==> src/rtl/step_dir_gen.sv <==
// Step/dir pulse generator: turns signed relative move commands into timed step
// pulses with guaranteed dir setup, tracking the commanded position.
module step_dir_gen #(
    parameter int CNT_W = 32,
    parameter int TIM_W = 16
) (
    input  logic             clk,
    input  logic             resetn,
    input  logic             cmd_valid,
    output logic             cmd_ready,
    input  logic [CNT_W-1:0] cmd_steps,
    input  logic [TIM_W-1:0] step_period,
    input  logic [TIM_W-1:0] step_high,
    input  logic [TIM_W-1:0] dir_setup,
    input  logic             step_active_high,
    input  logic             invert_dir,
    input  logic             abort,
    input  logic             pos_set_valid,
    input  logic [CNT_W-1:0] pos_set_value,
    output logic             step,
    output logic             dir,
    output logic             busy,
    output logic             done,
    output logic [CNT_W-1:0] position,
    output logic [1:0]       state_dbg
);

    // Handshake: a command transfers on a rising clk edge where cmd_valid and
    // cmd_ready are both high; cmd_ready is high only in IDLE and does not depend on cmd_valid.

    typedef enum logic [1:0] {
        S_IDLE     = 2'd0,
        S_SETUP    = 2'd1,
        S_PULSE_HI = 2'd2,
        S_PULSE_LO = 2'd3
    } state_t;

    localparam logic [TIM_W-1:0] TIM_ONE = TIM_W'(1);
    localparam logic [CNT_W-1:0] CNT_ONE = CNT_W'(1);

    state_t            state_q, state_d;
    logic [TIM_W-1:0]  timer_q, timer_d;
    logic [TIM_W-1:0]  hi_rel_q, hi_rel_d;
    logic [TIM_W-1:0]  lo_rel_q, lo_rel_d;
    logic [CNT_W-1:0]  remaining_q, remaining_d;
    logic [CNT_W-1:0]  position_q, position_d;
    logic              step_q, step_d;
    logic              dir_q, dir_d;
    logic              done_q, done_d;
    logic              abort_q, abort_d;
    logic              act_q, act_d;
    logic              neg_q, neg_d;

    logic accept;
    logic cmd_zero;
    logic timer_zero;
    logic start_move;
    logic fire;
    logic to_lo;
    logic finish;

    assign accept     = cmd_valid && (state_q == S_IDLE);
    assign cmd_zero   = (cmd_steps == '0);
    assign timer_zero = (timer_q == '0);

    // State register and datapath flops
    always_ff @(posedge clk) begin
        if (!resetn) begin
            state_q     <= S_IDLE;
            timer_q     <= '0;
            hi_rel_q    <= '0;
            lo_rel_q    <= '0;
            remaining_q <= '0;
            position_q  <= '0;
            step_q      <= ~step_active_high;
            dir_q       <= 1'b0;
            done_q      <= 1'b0;
            abort_q     <= 1'b0;
            act_q       <= step_active_high;
            neg_q       <= 1'b0;
        end else begin
            state_q     <= state_d;
            timer_q     <= timer_d;
            hi_rel_q    <= hi_rel_d;
            lo_rel_q    <= lo_rel_d;
            remaining_q <= remaining_d;
            position_q  <= position_d;
            step_q      <= step_d;
            dir_q       <= dir_d;
            done_q      <= done_d;
            abort_q     <= abort_d;
            act_q       <= act_d;
            neg_q       <= neg_d;
        end
    end

    // Next-state logic; also produces the one-cycle event strobes the datapath uses
    always_comb begin
        state_d    = state_q;
        start_move = 1'b0;
        fire       = 1'b0;
        to_lo      = 1'b0;
        finish     = 1'b0;
        case (state_q)
            S_IDLE: begin
                if (accept && !cmd_zero) begin
                    state_d    = S_SETUP;
                    start_move = 1'b1;
                end
            end
            S_SETUP: begin
                if (abort || abort_q) begin
                    state_d = S_IDLE;
                    finish  = 1'b1;
                end else if (timer_zero) begin
                    state_d = S_PULSE_HI;
                    fire    = 1'b1;
                end
            end
            S_PULSE_HI: begin
                if (timer_zero) begin
                    state_d = S_PULSE_LO;
                    to_lo   = 1'b1;
                end
            end
            S_PULSE_LO: begin
                if (timer_zero) begin
                    if ((remaining_q == '0) || abort_q || abort) begin
                        state_d = S_IDLE;
                        finish  = 1'b1;
                    end else begin
                        state_d = S_PULSE_HI;
                        fire    = 1'b1;
                    end
                end
            end
            default: state_d = S_IDLE;
        endcase
    end

    // Datapath: timers, counters, pin levels
    always_comb begin
        timer_d     = timer_q;
        hi_rel_d    = hi_rel_q;
        lo_rel_d    = lo_rel_q;
        remaining_d = remaining_q;
        position_d  = position_q;
        step_d      = step_q;
        dir_d       = dir_q;
        done_d      = 1'b0;
        abort_d     = abort_q;
        act_d       = act_q;
        neg_d       = neg_q;

        if (state_q == S_IDLE) begin
            step_d  = ~step_active_high;
            abort_d = 1'b0;
            if (accept) begin
                if (cmd_zero) begin
                    done_d = 1'b1;
                end
            end else if (pos_set_valid) begin
                position_d = pos_set_value;
            end
        end else begin
            if (abort) begin
                abort_d = 1'b1;
            end
            if (!timer_zero) begin
                timer_d = timer_q - TIM_ONE;
            end
        end

        // Timer reloads hold "cycles minus one" so a zero timer marks the last cycle of a phase
        if (start_move) begin
            remaining_d = cmd_steps[CNT_W-1] ? ('0 - cmd_steps) : cmd_steps;
            hi_rel_d    = (step_high == '0) ? '0 : (step_high - TIM_ONE);
            lo_rel_d    = (step_period > step_high) ? (step_period - step_high - TIM_ONE) : '0;
            timer_d     = dir_setup;
            dir_d       = (~cmd_steps[CNT_W-1]) ^ invert_dir;
            neg_d       = cmd_steps[CNT_W-1];
            act_d       = step_active_high;
            abort_d     = 1'b0;
        end

        if (fire) begin
            step_d      = act_q;
            position_d  = neg_q ? (position_q - CNT_ONE) : (position_q + CNT_ONE);
            remaining_d = remaining_q - CNT_ONE;
            timer_d     = hi_rel_q;
        end

        if (to_lo) begin
            step_d  = ~act_q;
            timer_d = lo_rel_q;
        end

        if (finish) begin
            step_d  = ~act_q;
            done_d  = 1'b1;
            abort_d = 1'b0;
        end
    end

    assign cmd_ready = (state_q == S_IDLE);
    assign busy      = (state_q != S_IDLE);
    assign step      = step_q;
    assign dir       = dir_q;
    assign done      = done_q;
    assign position  = position_q;
    assign state_dbg = state_q;

endmodule

==> config.mk <==
export PLATFORM = sky130hd
export DESIGN_NAME = step_dir_gen
export DESIGN_NICKNAME = d
export VERILOG_FILES = /design/src/rtl/step_dir_gen.sv
export SDC_FILE = /design/constraint.sdc
export NUM_CORES = 1
export LEC_CHECK = 0
export BUFFER_PORTS_ARGS = -buffer_cell sky130_fd_sc_hd__buf_4
export CAP_MARGIN = 20
export CORE_MARGIN = 2
export CORE_UTILIZATION = 40
export DETAILED_ROUTE_END_ITERATION = 12
export HOLD_SLACK_MARGIN = 0.1
export PLACE_DENSITY_LB_ADDON = 0.1
export REMOVE_ABC_BUFFERS = 1
export SLEW_MARGIN = 20
export SYNTH_ARGS = -nofsm -noshare
export SYNTH_HDL_FRONTEND = slang
export SYNTH_SLANG_ARGS = --single-unit
==> constraint.sdc <==
create_clock -name clk -period 8.85 [get_ports clk]
set_input_delay 1.77 -clock clk [delete_from_list [all_inputs] [get_ports clk]]
set_output_delay 1.77 -clock clk [all_outputs]
set_load 0.01 [all_outputs]
## Word level (Yosys, flattened, before mapping)

Cells that the tools add are included.
W data, S select, Z words.

- Logic and storage cells: 102
- Register bits after elaboration: 120
- Input bits: 119
- Output and inout port bits: 39

- Add/sub/neg operators: 8
- Order comparisons: 1
- Bitwise logic cells: 5
- Reductions and logical operators: 19
- Eq/ne operators: 12
- Mux-type cells: 45

Operators with widths:

| kind | count |
|---|---|
| $mux W32 | 8 |
| $mux W16 | 7 |
| $logic_not A32 Y1 | 2 |
| $sub A32 B1 Y32 const B | 2 |
| $sub A16 B1 Y16 const B | 3 |
| $add A32 B1 Y32 const B | 1 |
| $logic_not A16 Y1 | 2 |
| $sub A1 B32 Y32 const A | 1 |
| $mux W1 | 21 |
| $gt A16 B16 Y1 | 1 |
| $sub A16 B16 Y16 | 1 |
| $mux W2 | 6 |
| $ne A4 B1 Y1 const B | 2 |
| $pmux W2 S4 | 1 |
| $reduce_bool A2 Y1 | 4 |
| $ne A2 B1 Y1 const B | 3 |
| $ne A5 B1 Y1 const B | 1 |
| $eq A2 B2 Y1 const B | 2 |
| $ne A2 B2 Y1 const B | 2 |
| $not A1 Y1 | 4 |
| $pmux W1 S2 | 2 |
| $reduce_and A4 Y1 | 1 |
| $reduce_or A4 Y1 | 1 |
| $logic_or A1 B1 Y1 | 3 |
| other kinds (8) | 9 |

## Logic depth before layout (Yosys ltp)

Gate-level depths: netlist of run 1.

- Word-level depth: 10
- Gate-level depth with buffers: 13
- Depth with buffers taken out: 13

## Worst setup path before layout of run 1

OpenSTA, ideal clock, no wires.

- Path type: input to register
- From: in step_high[9]
- To: reg lo_rel_q[10]
- Buffers on the path: 1
- Slack: 4.890 ns
- Data required time: 8.791 ns
- Setup time: 0.059 ns
- Arrival: 3.901 ns
- Stages on the path: 9
- Cell sequence: inv_1 ha_1 nand3_1 or3_1 o21ai_0 a21oi_1 nor4_1 buf_2 a22o_1

- Cells in the longest elaborated chain, start to end: 3
- Elaborated cells on any way between the ends: 4
- Classes of those cells: 2 x add/sub; 1 x order compare; 1 x mux

RTL lines:

| what | RTL line | text |
|---|---|---|
| start, declared | 13 | `input logic [TIM_W-1:0] step_high,` |
| $sub A16 B16 Y16 | 178 | `lo_rel_d = (step_period > step_high) ? (step_period - step_high - TIM_ONE) : '0;` |
| $sub A16 B1 Y16 | 178 |  |
| $mux W16 * | 178 |  |
| end signal, assigned | 85 | `lo_rel_q <= lo_rel_d;` |
| end, declared | 44 | `logic [TIM_W-1:0] lo_rel_q, lo_rel_d;` |

Mark *: on every way between the ends. The rest lies on a longest branch, timed or not.
A chain may end at the register's enable or synchronous reset.

## Final worst setup path of run 1

- From: in cmd_steps[6]
- To: reg timer_q[15]

- Cells in the longest elaborated chain, start to end: 8
- Elaborated cells on any way between the ends: 11
- Classes of those cells: 2 x eq/ne; 5 x mux; 4 x reduce/logical

RTL lines:

| what | RTL line | text |
|---|---|---|
| start, declared | 11 | `input logic [CNT_W-1:0] cmd_steps,` |
| $logic_not A32 Y1 * | 63 | `assign cmd_zero = (cmd_steps == '0);` |
| $logic_not A1 Y1 * | 106 | `if (accept && !cmd_zero) begin` |
| $logic_and A1 B1 Y1 * | 106 |  |
| $mux W1 * | 106 |  |
| $mux W1 * | 104 | `case (state_q)` |
| $mux W16 | 175 | `if (start_move) begin` |
| $mux W16 | 186 | `if (fire) begin` |
| $mux W16 | 193 | `if (to_lo) begin` |
| end signal, assigned | 83 | `timer_q <= timer_d;` |
| end, declared | 42 | `logic [TIM_W-1:0] timer_q, timer_d;` |

Marks and branches as above.

==> results.toml, run 1 <==
[clock_tree]
insertion_delay_ns = 0.42
cts_root_buffer = "clkbuf_16"
cts.clk_slew.worst_paths_ns = 0.05
clockBufferDepth = 2
numCtsBuffers = 17
cts_tree = "yes"
hold_buffers = 0
cts_resized = 0
clock-sinks = 120
htreeDepth = 4
postCtsSetupRepairBufs = 0

[timing]
fin_ws_ns = 4.59
worst_hold_slack_ns = 0.454
final_max_slew_viol_count = 0
setup_violations = 0
setup_tns_ns = 0
hold_viol_final = 0
maxClockFrequency_mhz = 235
min_period_over_period = 0.482
worst_slew_pin_slew_ns = 0.955
max_slew_margin = 0.359
finClkSkew_ns = 0.00844
period_needed_ns = 4.26
rsz0062_at_grt = "false"

[critical_path]
arrival_ns = 4.53
crit_type = "in -> reg"
crit_fanout = 64
start_kind = "input port"
crit_required_ns = 9.12
cp-end-kind = "register"

[pwr]
power_frac_seq = 0.335
combPwrFrac = 0.285
p_int_mw = 1.33
switching_share = 0.318
pwr-share-clk = 0.380
ir_drop_mv = 0.0917
power_density_nw_per_um2 = 172
p_leak_nw = 4.63
power.net_switching_mw = 0.620
fin_total_pwr_mw = 1.95

[die]
core_um2 = 22700
die_x_um = 157
die_h_um = 157
die-area_um2 = 24500
num_rows = 55
initial_utilization = 0.410
ios = 158

[route]
routed_wl_um = 27100
ant_nets = 0
vias = 9204
viasPerCell = 5.64
detail_route.wl_per_cell_um = 16.6
dr.pass1.iters = 5
drt_iter0_markers = 473
drcViolationCount = 0

[worst_hold_path]
min_path_type = "reg -> reg"

[global_routing]
grt_max_degree = 65
first_global_vias = 8620
grt_usage = 0.222
grt_pass1_wl_um = 43800
overflow = 0
antenna_found_initial = 0

[synthesis]
synth_compound_area_frac = 0.267
ys_ff_latch = 120
synthFlopType = "dfxtp_1"
synth-adder-area-share = 0.0742
synth.area.top_cells = "dfxtp_1 (25%), ha_1 (7.0%), xnor2_1 (5.6%), a21oi_1 (4.9%), o21ai_0 (4.7%)"
ys.warnings.count = 0
synth.area.mux_share = 0.0371
synth_top_area_share = 0.254
yosysSeqAreaShare = 0.260
synth.largest_area_cell = "dfxtp_1"
synth_cell_types = 83
yosys.area_share.simple = 0.226
synthXorXnorAreaFrac = 0.0875
synth_top_family_by_area = "compound AO/OA/AOI/OAI gates"
synth_cells = 1209
async_flop_share = 0
syn_area_per_cell_um2 = 7.70
synth_edf_count = 2
synth_area_um2 = 9310

[finish]
stdcell_count = 1633
diodes = 0
fillers = 2325
drive_above_1_share = 0.178
final_core_util = 0.499
nNetsFinal = 1508
syn_to_final_growth_pct = 21.8
final_common_cell = "buf_4"
postLayoutCellArea_um2 = 11300
final_cell_mix = "buf_4 (166), dfxtp_1 (118), nor2_1 (111)"

[status]
status = "finished, final reports clean"

[placed_design]
hpwl_um = 19800
dpl_cell_area_um2 = 10700
place_ws_ns = 3.98
place_inst = 1600
port_buffers = 157
finalWeightedCongestion = 0.874

[flow_run]
max_cap_violations = 0
[final timing paths]
check | start | to | slack [ns] | cells after the start
max | cmd_steps[6] | timer_q[15] | 4.59 | 11
min | hi_rel_q[10] | hi_rel_q[10] | 0.45 | 2
min reg2reg | hi_rel_q[10] | hi_rel_q[10] | 0.45 | 2
max reg2reg | neg_q | position[30] | 5.14 | 12
[state kept, by name (all words and copies together) (netlist names)]
register     flops
step             1
neg_q            1
remaining_q     32
timer_q         16
abort_q          1
done             1
position        32
dir              1
hi_rel_q        16
state_dbg        2
lo_rel_q        16
act_q            1
[Yosys cell counts (5+ instances only)]
library cell  number
a211oi_1          40
a21o_1            16
a21oi_1           92
a22o_1            17
a311oi_1           5
a31oi_1           13
and3_1             8
buf_2             17
clkbuf_1          39
dfxtp_1          118
ha_1              52
inv_1             48
mux2i_1           30
nand2_1          109
nand2b_1           9
nand3_1           31
nand4_1           15
nor2_1           112
nor2b_1            9
nor3_1            37
nor4_1            17
o211ai_1          18
o21a_1             6
o21ai_0           88
o21ai_1           14
o21bai_1           7
o22ai_1           18
o31ai_1           12
or3_1             14
or4_1             13
xnor2_1           60
xor2_1            33
[metal layers]
metal | share of wire | GRT usage | routed length, um | vias to the layer above
li1 | - | - | - | 4718
met1 | 0.48 | 0.307 | 13100 | 4245
met2 | 0.46 | 0.367 | 12400 | 212
met3 | 0.045 | 0.0299 | 1230 | 29
met4 | 0.015 | 0.0550 | 401 | 0
met5 | 0 | 0 | 0 | -
[critical path, cell delays in order]
cell	delay, ns
buf_4	0.13
or4_4	0.57
nor4_4	0.29
nand4_2	0.28
o21ai_4	0.19
buf_4	0.56
nand2_2	0.27
nor2_1	0.16
nor3_1	0.07
a21oi_1	0.14
a21oi_1	0.08
[cell families (layout without fill, tap and decap cells)]
logic type,count (synthesis),count (layout)
buffers and inverters,108,247
AND/OR/NAND/NOR,415,415
flip-flops,120,120
multiplexers,34,34
XOR/XNOR,93,93
adder cells (fa/ha/maj),54,54
AO/OA/AOI/OAI,385,385
[power groups by stage]
stage,logic (mW),clock network [mW],registers (mW)
after floorplan,0.376,0,0.655
after global placement,0.550,0,0.663
after detailed placement,0.553,0,0.663
after CTS,0.556,0.753,0.652
after global routing,0.624,0.777,0.661
final,0.556,0.740,0.653
[cell type report]
class / count / area, um^2 / share of cell area
Sequential cell: 120 / 2420 / 0.214
Inverter: 48 / 180 / 0.0159
Clock buffer: 25 / 515 / 0.0455
Tap cell: 285 / 357 / 0.0315
Multi-Input combinational cell: 981 / 6490 / 0.573
Clock inverter: 7 / 113 / 0.00994
Timing Repair Buffer: 167 / 1250 / 0.111
No activity file was read; power rests on OpenSTA's default activity.
==> run 2, diff against run 1 <==
Clock period 8.85 ns to 4.5 ns, I/O delays scaled along.
==> run 2 against run 1 <==
Combinational power is 100% higher. Register-to-register slack worse by 4.2 ns. Count of clock-buffer cells in the layout decreased by 5. Sequential cell count unchanged. Die area did not move. Critical path type is now reg -> reg. Largest cell class unchanged.
==> results.toml, run 2 (same netlist as run 1, synthesis figures left out) <==
[status]
status = "finished, final reports clean"

[finish]
syn_to_final_growth_pct = 22.0
regArea_um2 = 2420
diodes = 0
final_cell_mix = "buf_4 (175), dfxtp_1 (118), nor2_1 (111)"
final_common_cell = "buf_4"
multi_input_area_um2 = 6470
nNetsFinal = 1517
fillers = 2284
stdcell_count = 1642
postLayoutCellArea_um2 = 11400
drive_above_1_share = 0.183

[pwr]
pwr-share-clk = 0.370
switching_share = 0.328
p_int_mw = 2.55
power.net_switching_mw = 1.25
fin_total_pwr_mw = 3.80
power_density_nw_per_um2 = 334
combPwrFrac = 0.292
p_leak_nw = 4.64
ir_drop_mv = 0.197
power_frac_seq = 0.338

[route]
detail_route.wl_per_cell_um = 16.9
dr.pass1.iters = 5
viasPerCell = 5.69
drt_iter0_markers = 522
ant_nets = 0
drcViolationCount = 0
vias = 9347
routed_wl_um = 27700

[clock_tree]
clockBufferDepth = 2
postCtsSetupRepairBufs = 0
insertion_delay_ns = 0.42
numCtsBuffers = 17
cts.clk_slew.worst_paths_ns = 0.06
cts_tree = "yes"
htreeDepth = 4
hold_buffers = 0
cts_root_buffer = "clkbuf_16"
cts_resized = 0
clock-sinks = 120

[placed_design]
dpl_cell_area_um2 = 10700
place_inst = 1609
port_buffers = 157
hpwl_um = 20900
finalWeightedCongestion = 0.881

[critical_path]
critical-path-slowest-cell = "or3_1"
worstPathCellList = "inv_1, ha_1, or3b_1, or3_1, nor4_1, and2_1, or3_1, o22ai_1, nor3_1, a21oi_1, a21oi_1"
start_kind = "register"
crit_required_ns = 4.85
slowest_delay_ns = 0.57
startpoint = "remaining_q[0]"
cp-end-kind = "register"
cp_top_family = "simple AND/OR/NAND/NOR gates"
crit_fanout = 11
crit_type = "reg -> reg"
timing.rr.start = "remaining_q[0]"
arrival_ns = 3.91
path_buf_inv = 1

[die]
die_x_um = 157
ios = 158
die-area_um2 = 24500
core_um2 = 22700
die_h_um = 157
initial_utilization = 0.410
num_rows = 55

[timing]
setup_violations = 0
worst_slew_pin_slew_ns = 0.899
final_max_slew_viol_count = 0
maxClockFrequency_mhz = 281
finClkSkew_ns = 0.00839
max_slew_margin = 0.398
period_needed_ns = 3.56
hold_viol_final = 0
min_period_over_period = 0.791
setup_tns_ns = 0
rsz0062_at_grt = "false"

[global_routing]
first_global_vias = 8683
grt_pass1_wl_um = 44800
grt_usage = 0.227
antenna_found_initial = 0
grt_max_degree = 53
overflow = 0

[worst_hold_path]
min_path_type = "reg -> reg"
hold_path_startpoint = "dir"

[flow_run]
max_cap_violations = 0
[run 2: power groups by stage]
stage | logic [mW] | clock network, mW | registers (mW)
after floorplan | 0.740 | 0 | 1.29
after global placement | 1.09 | 0 | 1.30
after detailed placement | 1.10 | 0 | 1.31
after CTS | 1.11 | 1.42 | 1.28
after global routing | 1.24 | 1.48 | 1.30
final | 1.11 | 1.40 | 1.28
[run 2: worst paths after layout]
path                 endpoint  slack [ns]  cells after the start
setup / recovery  timer_q[15]        0.94                     11
hold / removal            dir        0.46                      2
setup reg to reg  timer_q[15]        0.94                     11
hold reg to reg           dir        0.46                      2
[run 2: worst reg2reg max path, cell delays in order, from the launching register on]
cell and delay (ns):
dfxtp_1 0.31, inv_1 0.10, ha_1 0.19, or3b_1 0.45
or3_1 0.50, nor4_1 0.51, and2_1 0.27, or3_1 0.57
o22ai_1 0.21, nor3_1 0.16, a21oi_1 0.06, a21oi_1 0.16
[run 2: layout make-up]
class | instances | area share
sequential | 120 | 0.213
inverter | 48 | 0.0159
timing repair buffer | 176 | 0.117
multi-input combinational | 981 | 0.570
clock inverter | 12 | 0.0132
tap | 285 | 0.0314
clock buffer | 20 | 0.0393
[run 2: metrics by stage]
stage | utilization | setup slack (ns) | hold slack, ns
after floorplan | - | -0.537 | 0.425
after global placement | 0.473 | 0.878 | 0.437
after detailed placement | 0.473 | 0.787 | 0.443
after CTS | 0.500 | 1.03 | 0.457
after global routing | 0.500 | 0.635 | 0.487
final | 0.500 | 0.942 | 0.455
[run 2: per-layer routing]
metal	GRT usage	vias up	part of all wire
met4	0.0642	0	0.018
met3	0.0366	35	0.050
met5	0	-	0
met1	0.313	4335	0.48
met2	0.368	246	0.45
li1	-	4731	-
